--- src/rtl/multicycle_seq_ctrl_pkg.sv ---
// Shared types for the multi-cycle sequencer: state encodings, strobe bundle and default limits.
package seq_ctrl_pkg;

  typedef enum logic [2:0] {
    ST_FETCH  = 3'd0,
    ST_DECODE = 3'd1,
    ST_MEM    = 3'd2,
    ST_WB     = 3'd3,
    ST_UPD_PC = 3'd4,
    ST_HALT   = 3'd5,
    ST_TRAP   = 3'd6
  } state_e;

  localparam int unsigned DEFAULT_TIMEOUT_CYCLES = 255;

  typedef struct packed {
    logic fetch;
    logic decode;
    logic mem;
    logic wb;
    logic pc_write;
    logic halted;
    logic trap;
  } strobe_t;

  localparam strobe_t RESET_STROBE = '{fetch: 1'b1, default: 1'b0};

  // Exactly one strobe per legal state; an illegal encoding drives nothing.
  function automatic strobe_t strobe_decode(input state_e s);
    strobe_t st;
    st = '0;
    case (s)
      ST_FETCH:  st.fetch    = 1'b1;
      ST_DECODE: st.decode   = 1'b1;
      ST_MEM:    st.mem      = 1'b1;
      ST_WB:     st.wb       = 1'b1;
      ST_UPD_PC: st.pc_write = 1'b1;
      ST_HALT:   st.halted   = 1'b1;
      ST_TRAP:   st.trap     = 1'b1;
      default:   st          = '0;
    endcase
    return st;
  endfunction

endpackage

--- src/rtl/multicycle_seq_ctrl_watchdog.sv ---
// Per-stage watchdog: counts cycles spent in an active stage without its done, flags expiry.
module stage_watchdog
  import seq_ctrl_pkg::*;
#(
  parameter int unsigned TIMEOUT_CYCLES = DEFAULT_TIMEOUT_CYCLES,
  parameter int unsigned TO_W           = 8
) (
  input  logic clk,
  input  logic rst_n,
  input  logic clr,
  input  logic en,
  input  logic done,
  output logic expire
);

  localparam logic [TO_W-1:0] LAST = TO_W'(TIMEOUT_CYCLES - 1);

  logic [TO_W-1:0] cnt_q;
  logic [TO_W-1:0] cnt_d;

  always_comb begin
    cnt_d = cnt_q;
    if (clr) begin
      cnt_d = '0;
    end else if (en && !done) begin
      cnt_d = cnt_q + TO_W'(1);
    end
  end

  // A done arriving on the final allowed cycle suppresses expiry.
  assign expire = (TIMEOUT_CYCLES != 0) && en && !done && (cnt_q == LAST);

  always_ff @(posedge clk or negedge rst_n) begin
    if (!rst_n) begin
      cnt_q <= '0;
    end else begin
      cnt_q <= cnt_d;
    end
  end

endmodule

--- src/rtl/multicycle_seq_ctrl.sv ---
// Multi-cycle instruction sequencer: FETCH/DECODE/MEM/WB/UPD_PC with halt, resume and watchdog trap.
module multicycle_seq_ctrl
  import seq_ctrl_pkg::*;
#(
  parameter int unsigned TIMEOUT_CYCLES = DEFAULT_TIMEOUT_CYCLES,
  parameter int unsigned TO_W           = 8,
  parameter int unsigned CNT_W          = 32
) (
  input  logic             clk,
  input  logic             rst_n,
  input  logic             halt_req_i,
  input  logic             resume_i,
  input  logic             fetch_done_i,
  input  logic             decode_done_i,
  input  logic             branch_taken_i,
  input  logic             mem_read_i,
  input  logic             mem_write_i,
  input  logic             reg_write_i,
  input  logic             mem_done_i,
  input  logic             wb_done_i,
  input  logic             pc_done_i,
  output logic             start_fetch_o,
  output logic             start_decode_o,
  output logic             start_mem_o,
  output logic             start_wb_o,
  output logic             pc_write_o,
  output logic             halted_o,
  output logic             trap_o,
  output logic [2:0]       state_o,
  output logic [CNT_W-1:0] retired_o
);

  // Handshake: a stage strobe stays high for the whole stage; its done is sampled on
  // the rising edge, which moves the FSM and drops the strobe on that same edge.
  // A done seen outside its own stage has no effect.

  state_e           state_q, state_d;
  logic             is_load_q, is_load_d;
  logic [CNT_W-1:0] retired_q, retired_d;
  strobe_t          strobe_q, strobe_d;
  logic             stage_done;
  logic             active;
  logic             wd_expire;

  always_comb begin
    stage_done = 1'b0;
    active     = 1'b1;
    case (state_q)
      ST_FETCH:  stage_done = fetch_done_i;
      ST_DECODE: stage_done = decode_done_i;
      ST_MEM:    stage_done = mem_done_i;
      ST_WB:     stage_done = wb_done_i;
      ST_UPD_PC: stage_done = pc_done_i;
      default:   active     = 1'b0;
    endcase
  end

  stage_watchdog #(
    .TIMEOUT_CYCLES(TIMEOUT_CYCLES),
    .TO_W          (TO_W)
  ) u_watchdog (
    .clk   (clk),
    .rst_n (rst_n),
    .clr   (state_d != state_q),
    .en    (active),
    .done  (stage_done),
    .expire(wd_expire)
  );

  always_comb begin
    state_d   = state_q;
    is_load_d = is_load_q;
    retired_d = retired_q;
    case (state_q)
      ST_FETCH: if (fetch_done_i) state_d = ST_DECODE;
      ST_DECODE: begin
        if (decode_done_i) begin
          is_load_d = mem_read_i;
          if (branch_taken_i)                state_d = ST_UPD_PC;
          else if (mem_read_i || mem_write_i) state_d = ST_MEM;
          else if (reg_write_i)              state_d = ST_WB;
          else                               state_d = ST_UPD_PC;
        end
      end
      ST_MEM: if (mem_done_i) state_d = is_load_q ? ST_WB : ST_UPD_PC;
      ST_WB:  if (wb_done_i) state_d = ST_UPD_PC;
      ST_UPD_PC: begin
        if (pc_done_i) begin
          state_d   = ST_FETCH;
          retired_d = retired_q + CNT_W'(1);
        end
      end
      ST_HALT: if (resume_i && !halt_req_i) state_d = ST_FETCH;
      ST_TRAP: begin
        if (halt_req_i)    state_d = ST_HALT;
        else if (resume_i) state_d = ST_FETCH;
      end
      default: state_d = ST_FETCH;
    endcase
    // Halt discards the in-flight instruction, even when its done arrives the same cycle.
    if (active) begin
      if (halt_req_i) begin
        state_d   = ST_HALT;
        retired_d = retired_q;
      end else if (wd_expire) begin
        state_d = ST_TRAP;
      end
    end
    strobe_d = strobe_decode(state_d);
  end

  always_ff @(posedge clk or negedge rst_n) begin
    if (!rst_n) begin
      state_q   <= ST_FETCH;
      is_load_q <= 1'b0;
      retired_q <= '0;
      strobe_q  <= RESET_STROBE;
    end else begin
      state_q   <= state_d;
      is_load_q <= is_load_d;
      retired_q <= retired_d;
      strobe_q  <= strobe_d;
    end
  end

  assign start_fetch_o  = strobe_q.fetch;
  assign start_decode_o = strobe_q.decode;
  assign start_mem_o    = strobe_q.mem;
  assign start_wb_o     = strobe_q.wb;
  assign pc_write_o     = strobe_q.pc_write;
  assign halted_o       = strobe_q.halted;
  assign trap_o         = strobe_q.trap;
  assign state_o        = state_q;
  assign retired_o      = retired_q;

endmodule
--- config.mk ---
export PLATFORM = sky130hd
export DESIGN_NAME = multicycle_seq_ctrl
export DESIGN_NICKNAME = d
export VERILOG_FILES = /design/src/rtl/multicycle_seq_ctrl_pkg.sv /design/src/rtl/multicycle_seq_ctrl_watchdog.sv /design/src/rtl/multicycle_seq_ctrl.sv
export SDC_FILE = /design/constraint.sdc
export NUM_CORES = 1
export LEC_CHECK = 0
export ABC_AREA = 1
export CORE_MARGIN = 10
export CORE_UTILIZATION = 49
export CTS_BUF_LIST = sky130_fd_sc_hd__clkbuf_8
export DETAILED_ROUTE_END_ITERATION = 8
export PLACE_DENSITY_LB_ADDON = 0.15
export RECOVER_POWER = 25
export SYNTH_ARGS = -nofsm -noshare
export SYNTH_HDL_FRONTEND = slang
export SYNTH_HIERARCHICAL = 1
export SYNTH_SLANG_ARGS = --single-unit
--- constraint.sdc ---
create_clock -name clk -period 2.26 [get_ports clk]
set_input_delay 0.226 -clock clk [delete_from_list [all_inputs] [get_ports clk]]
set_output_delay 0.226 -clock clk [all_outputs]
set_load 0.01 [all_outputs]
==> metrics.yaml, run 1 <==
status: "finished, violations left"
violations: "capacitance limit, slew limit, setup timing"
cp.depth: 18
hpwl_um: 6080
wire_per_inst_um: 13.6
final_antenna_net_count: 0
drt-initial-drc-count: 190
nFillCells: 534
drt_wl_total_um: 7730
io-pin-count: 55
die_area_um2: 9700
initial_utilization: 0.507
antenna_found_initial: 0
crit_top_cell: "nand3_2"
vdd_drop_max_mv: 0.566
cpPeakStageDelay_ns: 0.45
insertion_delay_ns: 0.31
rsz0062_at_grt: "yes"
cts_tree: "done"
cp-start-kind: "flop"
cts_made_buffers: 5
multiInputGateArea_um2: 1630
reg2regPathDepth: 18
vias_per_cell: 5.07
grt_pass1_wl_um: 12900
yosysTopAreaCellShare: 0.415
coreArea_um2: 5960
cp_slowest_cell: "dfrtp_2"
seqCellArea_um2: 1280
drive_gt1_frac: 0.188
grt_max_degree: 39
h-tree-depth: 2
root_buffer: "clkbuf_8"
netlist_instances: 400
die_x_um: 98.5
fin_area_um2: 4080
slew_headroom: -0.314
path_buf_inv: 5
worstMarginPinSlew_ns: 1.97
gp_congestion: 0.894
critPathKind: "flop to flop"
fin_setup_tns_ns: -0.208
crit_required_ns: 2.46
leakagePower_nw: 1.85
num_vias: 2882
grt_overflow: 0
cts.clk_slew.worst_paths_ns: 0.10
clock_path_buffers: 2
grt_use_total: 0.156
cp_data_arrival_time_ns: 2.53
crit_path_cell_trace: "buf_6 -> nand3_2 -> o21a_1 -> nand4_1 -> inv_2 -> nand2_4 -> nor4_4 -> inv_1 -> nor2_2 -> buf_4 -> nand3b_1 -> nand3_2 -> nand3_4 -> inv_4 -> nand2_2 -> nand3_1 -> nand2_1 -> nor2_1"
grt_pass1_vias: 2711
end_kind: "flop"
holdCritPathClass: "input pin to async pin"
num_rows: 28
ys.warnings.count: 6
avgSynthCellArea_um2: 7.54
setup_ws_ns: -0.0645
route.detailed.drc: 0
nets: 509
io_buffers: 54
area_delta_synth_final_pct: 35.2
cap_violations: 1
num_antenna_cells: 0
syn-cell-area_um2: 3020
skew_ns: 0.0145
path_max_fanout: 5
seq_area_frac_synth: 0.423
maxSlewViolCount: 39
cts_sinks: 51
fp.dieH_um: 98.5
max_freq_ghz: 0.430
cts.hold.buffers_added: 0
synth_seq_cells: 51
p_per_area_nw_per_um2: 872
hold_viol_final: 0
first_pass_iters: 4
synth_largest_area_cell: "dfrtp_1"
dpl_cell_area_um2: 3820
fin_crit_sh: 1.03
ys_types: 32
cpLargestDelayFamily: "simple AND/OR/NAND/NOR gates"
synth_nets: 416
synth_area_leaders: "dfrtp_1 41%, nand2_1 14%, nor2_1 7.2%"
min_period_ns: 2.32
setup_viol: 7
[sequential cells by signal (all words and copies together) (netlist names)]
signal	cells
halted_o	1
is_load_q	1
pc_write_o	1
retired_o	32
start_decode_o	1
start_fetch_o	1
start_mem_o	1
start_wb_o	1
state_o	3
trap_o	1
u_watchdog/cnt_q	8
[stage by stage]
stage	hold slack, ns	worst slack (ns)	util	power [mW]	cells
floorplan	-0.0696	0.000483	-	2.00	400
global placement	0.356	-0.0382	0.641	2.70	549
detailed placement	0.375	-0.176	0.641	2.73	549
CTS	0.0429	-0.00407	0.666	3.33	563
global route	0.521	-0.251	0.685	3.80	569
finish	0.464	-0.0645	0.685	3.56	569
[layout by cell type, fill, tap and decap left out, types with 2 or more instances in the layout]
cell type / synthesis / routed
nand3_2: 5 / 8
nor2_2: 3 / 6
nand2_1: 115 / 107
ha_1: 3 / 3
buf_6: 1 / 2
inv_4: 1 / 3
nand3_1: 25 / 21
buf_4: 1 / 33
nor3_2: 1 / 2
dfrtp_1: 50 / 47
nor2_1: 58 / 55
inv_1: 42 / 40
inv_2: 3 / 3
xor2_1: 19 / 19
clkbuf_8: 0 / 5
nand3b_1: 4 / 4
clkdlybuf4s50_1: 0 / 53
a21oi_1: 7 / 6
nor3_1: 14 / 13
xnor2_1: 7 / 7
nand2_2: 4 / 11
dfrtp_2: 0 / 3
nor2_4: 5 / 5
nor4_1: 4 / 3
nand4_1: 10 / 10
nand3_4: 1 / 2
o21ai_0: 9 / 9
[worst register-to-register path, stage by stage (launching register included)]
cell      delay (ns)
dfrtp_2         0.45
buf_6           0.13
nand3_2         0.07
o21a_1          0.11
nand4_1         0.11
inv_2           0.11
nand2_4         0.06
nor4_4          0.22
inv_1           0.07
nor2_2          0.13
buf_4           0.11
nand3b_1        0.15
nand3_2         0.11
nand3_4         0.12
inv_4           0.06
nand2_2         0.07
nand3_1         0.07
nand2_1         0.07
nor2_1          0.04
[worst paths after layout]
path,startpoint,end,slack [ns]
max in group asynchronous,rst_n,state_o[0],0.52
min in group clk,retired_o[31],retired_o[31],0.47
max reg2reg,state_o[1],u_watchdog/cnt_q[6],-0.06
min reg2reg,retired_o[31],retired_o[31],0.47
min,rst_n,retired_o[13],0.46
max,state_o[1],u_watchdog/cnt_q[6],-0.06
[metal layers]
metal	wire, um	track usage
met5	0	0
met1	3450	0.207
met3	672	0.0531
met2	3560	0.241
met4	49	0.0309
[cells in the mapped netlist]
cell	count
inv_4	1
a31oi_1	1
nand2_2	4
inv_1	42
nor3_1	14
nor2_1	58
nor2_2	3
dfrtp_1	50
nand4_1	10
xnor2_1	7
nor4_1	4
o21ai_0	9
nor3_2	1
inv_2	3
buf_2	1
dfstp_2	1
buf_4	1
ha_1	3
o31ai_1	1
nand3_2	5
nor2_4	5
nand2_1	115
and3_1	1
nand3_1	25
nor3b_2	1
nand3_4	1
xor2_1	19
nand3b_1	4
nor3_4	1
a21oi_1	7
o21a_1	1
buf_6	1
[final cells by class]
type                    instances  share of cell area
multi-input cells             300               0.400
flip-flops and latches         51               0.314
repair buffers                 89               0.197
inverters                      46              0.0454
well taps                      75              0.0230
clock buffers                   5              0.0169
clock inverters                 3             0.00399
[logic make-up after synthesis]
kind of cell	Yosys count	synth area share
adders and majority gates	3	0.0124
xor gates and xnor gates	26	0.0755
DFF	51	0.423
and+or+nand+nor	252	0.389
AOI/OAI and AO/OA	19	0.0336
buffers and inverters	49	0.0659
[power by group]
| part | leakage [nW] | internal, mW | total (mW) | switching, mW |
|---|---|---|---|---|
| logic | 1.13 | 0.884 | 1.83 | 0.942 |
| registers | 0.671 | 1.06 | 1.22 | 0.153 |
| clock network | 0.0453 | 0.212 | 0.513 | 0.300 |
| total | 1.85 | 2.16 | 3.56 | 1.39 |
[what timing repair did]
item | CTS | global route
hold endpoints to repair | 0 | 0
setup buffers | 6 | 7
endpoints found under the setup margin | 8 | 12
gates resized for setup | 6 | 21
cloned | 0 | 0
pin swaps | 3 | 13
No activity file was read; power rests on OpenSTA's default activity.
==> inputs of run 2 (changes only) <==
--- a/config.mk
+++ b/config.mk
@@ -6,6 +6,7 @@
 export NUM_CORES = 1
 export LEC_CHECK = 0
 export ABC_AREA = 1
+export CAP_MARGIN = 20
 export CORE_MARGIN = 10
 export CORE_UTILIZATION = 49
 export CTS_BUF_LIST = sky130_fd_sc_hd__clkbuf_8
==> results of run 2 <==
Final layout, timing and power as in run 1 (identical DEF).
==> inputs of run 3 (changes only) <==
--- a/config.mk
+++ b/config.mk
@@ -13,7 +13,9 @@
 export DETAILED_ROUTE_END_ITERATION = 8
 export PLACE_DENSITY_LB_ADDON = 0.15
 export RECOVER_POWER = 25
+export SLEW_MARGIN = 15
 export SYNTH_ARGS = -nofsm -noshare
 export SYNTH_HDL_FRONTEND = slang
 export SYNTH_HIERARCHICAL = 1
 export SYNTH_SLANG_ARGS = --single-unit
+export TNS_END_PERCENT = 5
==> metrics.yaml, run 3 (synthesized netlist as in run 1, its figures left out) <==
cts_made_buffers: 5  # unchanged
setup_viol: 5  # -2
first_pass_iters: 6  # +2
mostFrequentLayoutCell: "nand2_1"
skew_ns: 0.0103  # -0.00413 ns
hpwl_um: 6080  # unchanged
drt_wl_total_um: 7690  # -0.54%
fp.dieH_um: 98.5  # unchanged
drt-initial-drc-count: 161  # -15%
wire_per_inst_um: 13.6  # -0.19%
setup_ws_ns: -0.0680  # -0.00347 ns
dr_wl_met2_um: 3530  # -0.59%
insertion_delay_ns: 0.31  # about the same
crit_required_ns: 2.46  # about the same
grt_pass1_wl_um: 12900  # unchanged
path_max_fanout: 5  # unchanged
largest_register_ffs: 32  # unchanged
cap_violations: 1  # unchanged
critPathKind: "flop to flop"
slew_headroom: -0.313  # +0.00141
r2r_setup_slack_ns: -0.07  # about the same
num_rows: 28  # unchanged
power.total_mw: 3.50  # -1.5%
grt_pass1_vias: 2711  # unchanged
h-tree-depth: 2  # unchanged
gp_congestion: 0.894  # unchanged
initial_utilization: 0.507  # unchanged
vias_per_cell: 5.12  # +1.1%
num_vias: 2903  # +0.73%
cts_tree: "done"
cts.clk_slew.worst_paths_ns: 0.09  # about the same
cts.hold.buffers_added: 0  # unchanged
io-pin-count: 55  # unchanged
die_x_um: 98.5  # unchanged
violations: "capacitance limit, slew limit, setup timing"
area_delta_synth_final_pct: 34.5
final_antenna_net_count: 0  # unchanged
grt_overflow: 0  # unchanged
die_area_um2: 9700  # unchanged
wl_met1_um: 3450  # -0.23%
max_freq_ghz: 0.430  # -0.15%
p_per_area_nw_per_um2: 863  # -0.95%
vdd_drop_max_mv: 0.567  # about the same
fin_crit_sh: 1.03  # +0.00154
status: "finished, violations left"
cp_slowest_cell: "dfrtp_2"
coreArea_um2: 5960  # unchanged
grt_use_total: 0.156  # unchanged
grt_max_degree: 39  # unchanged
met3_length_um: 659  # -1.9%
top_layer: "met4"
fin_setup_tns_ns: -0.214  # -0.00641 ns
holdCritPathClass: "input pin to async pin"
worstMarginPinSlew_ns: 1.97  # -0.00211 ns
pre_cts_ws_ns: -0.176  # unchanged
io_buffers: 54  # unchanged
min_period_ns: 2.33  # +0.00347 ns
crit_path_cell_trace: "buf_6 -> nand3_2 -> o21a_1 -> nand4_1 -> inv_2 -> nand2_4 -> nor4_4 -> inv_1 -> nor2_2 -> buf_4 -> nand3b_1 -> nand3_2 -> nand3_4 -> inv_4 -> nand2_2 -> nand3_1 -> nand2_1 -> nor2_1"
cp-start-kind: "flop"
cp_data_arrival_time_ns: 2.53  # about the same
nets: 507  # -0.39%
route.detailed.drc: 0  # unchanged
crit_top_cell: "nand3_2"
leakagePower_nw: 1.84  # -0.64%
final_cell_mix: "109 x nand2_1, 56 x nor2_1, 53 x clkdlybuf4s50_1"
num_antenna_cells: 0  # unchanged
clock_path_buffers: 2  # unchanged
antenna_found_initial: 0  # unchanged
rsz0062_at_grt: "yes"
cts_sinks: 51  # unchanged
maxSlewViolCount: 39  # unchanged
drive_gt1_frac: 0.179  # -0.00940
cpPeakStageDelay_ns: 0.45  # about the same
hold_viol_final: 0  # unchanged
root_buffer: "clkbuf_8"
end_kind: "flop"
run 3: path summary, 6_finish.rpt:
| kind | from | end | cells past startpoint |
|---|---|---|---|
| worst max-delay path | state_o[1] | u_watchdog/cnt_q[6] | 18 |
| worst min-delay path | rst_n | retired_o[17] | 1 |
| worst max register to register | state_o[1] | u_watchdog/cnt_q[6] | 18 |
| worst min register to register | retired_o[31] | retired_o[31] | 1 |
| max in group asynchronous | rst_n | state_o[0] | 1 |
| min in group clk | retired_o[31] | retired_o[31] | 1 |
run 3: final cells by class:
class / count / area (um2)
Clock inverter: 3 / 16.3
Sequential cell: 51 / 1280
Tap cell: 75 / 93.8
Multi-Input combinational cell: 300 / 1630
Timing Repair Buffer: 87 / 790
Inverter: 46 / 183
Fill cell: 540 / 1900
Clock buffer: 5 / 68.8
run 3: power by group:
group          internal, mW  switching [mW]
sequential             1.07           0.154
combinational         0.848           0.926
clock                 0.212           0.300
total                  2.13            1.38
run 3: per-layer routing:
| metal | track usage | vias up |
|---|---|---|
| met5 | 0 | - |
| met4 | 0.0309 | 0 |
| met3 | 0.0531 | 6 |
| met2 | 0.241 | 94 |
| met1 | 0.207 | 1344 |
| li1 | - | 1459 |
run 3: repair_timing:
action / CTS / global route
hold endpoints to repair: 0 / 0
buffers inserted: 6 / 4
endpoints found under the setup margin: 8 / 12
gates resized for setup: 6 / 17
pin swaps: 3 / 10
run 3: metrics by stage:
step,hold slack (ns),utilization,cells,area (um2)
2_1_floorplan,-0.0696,-,400,3050
3_3_place_gp,0.356,0.641,549,3820
3_5_place_dp,0.375,0.641,549,3820
4_1_cts,0.0429,0.666,563,3970
5_1_grt,0.521,0.682,567,4060
6_report,0.464,0.682,567,4060
run 3: critical path, delay by kind of cell, from the launching register on:
| family | cells | cell delay (ns) |
|---|---|---|
| simple gates | 12 | 1.22 |
| buf+inv | 5 | 0.46 |
| flops | 1 | 0.45 |
| compound gates | 1 | 0.11 |
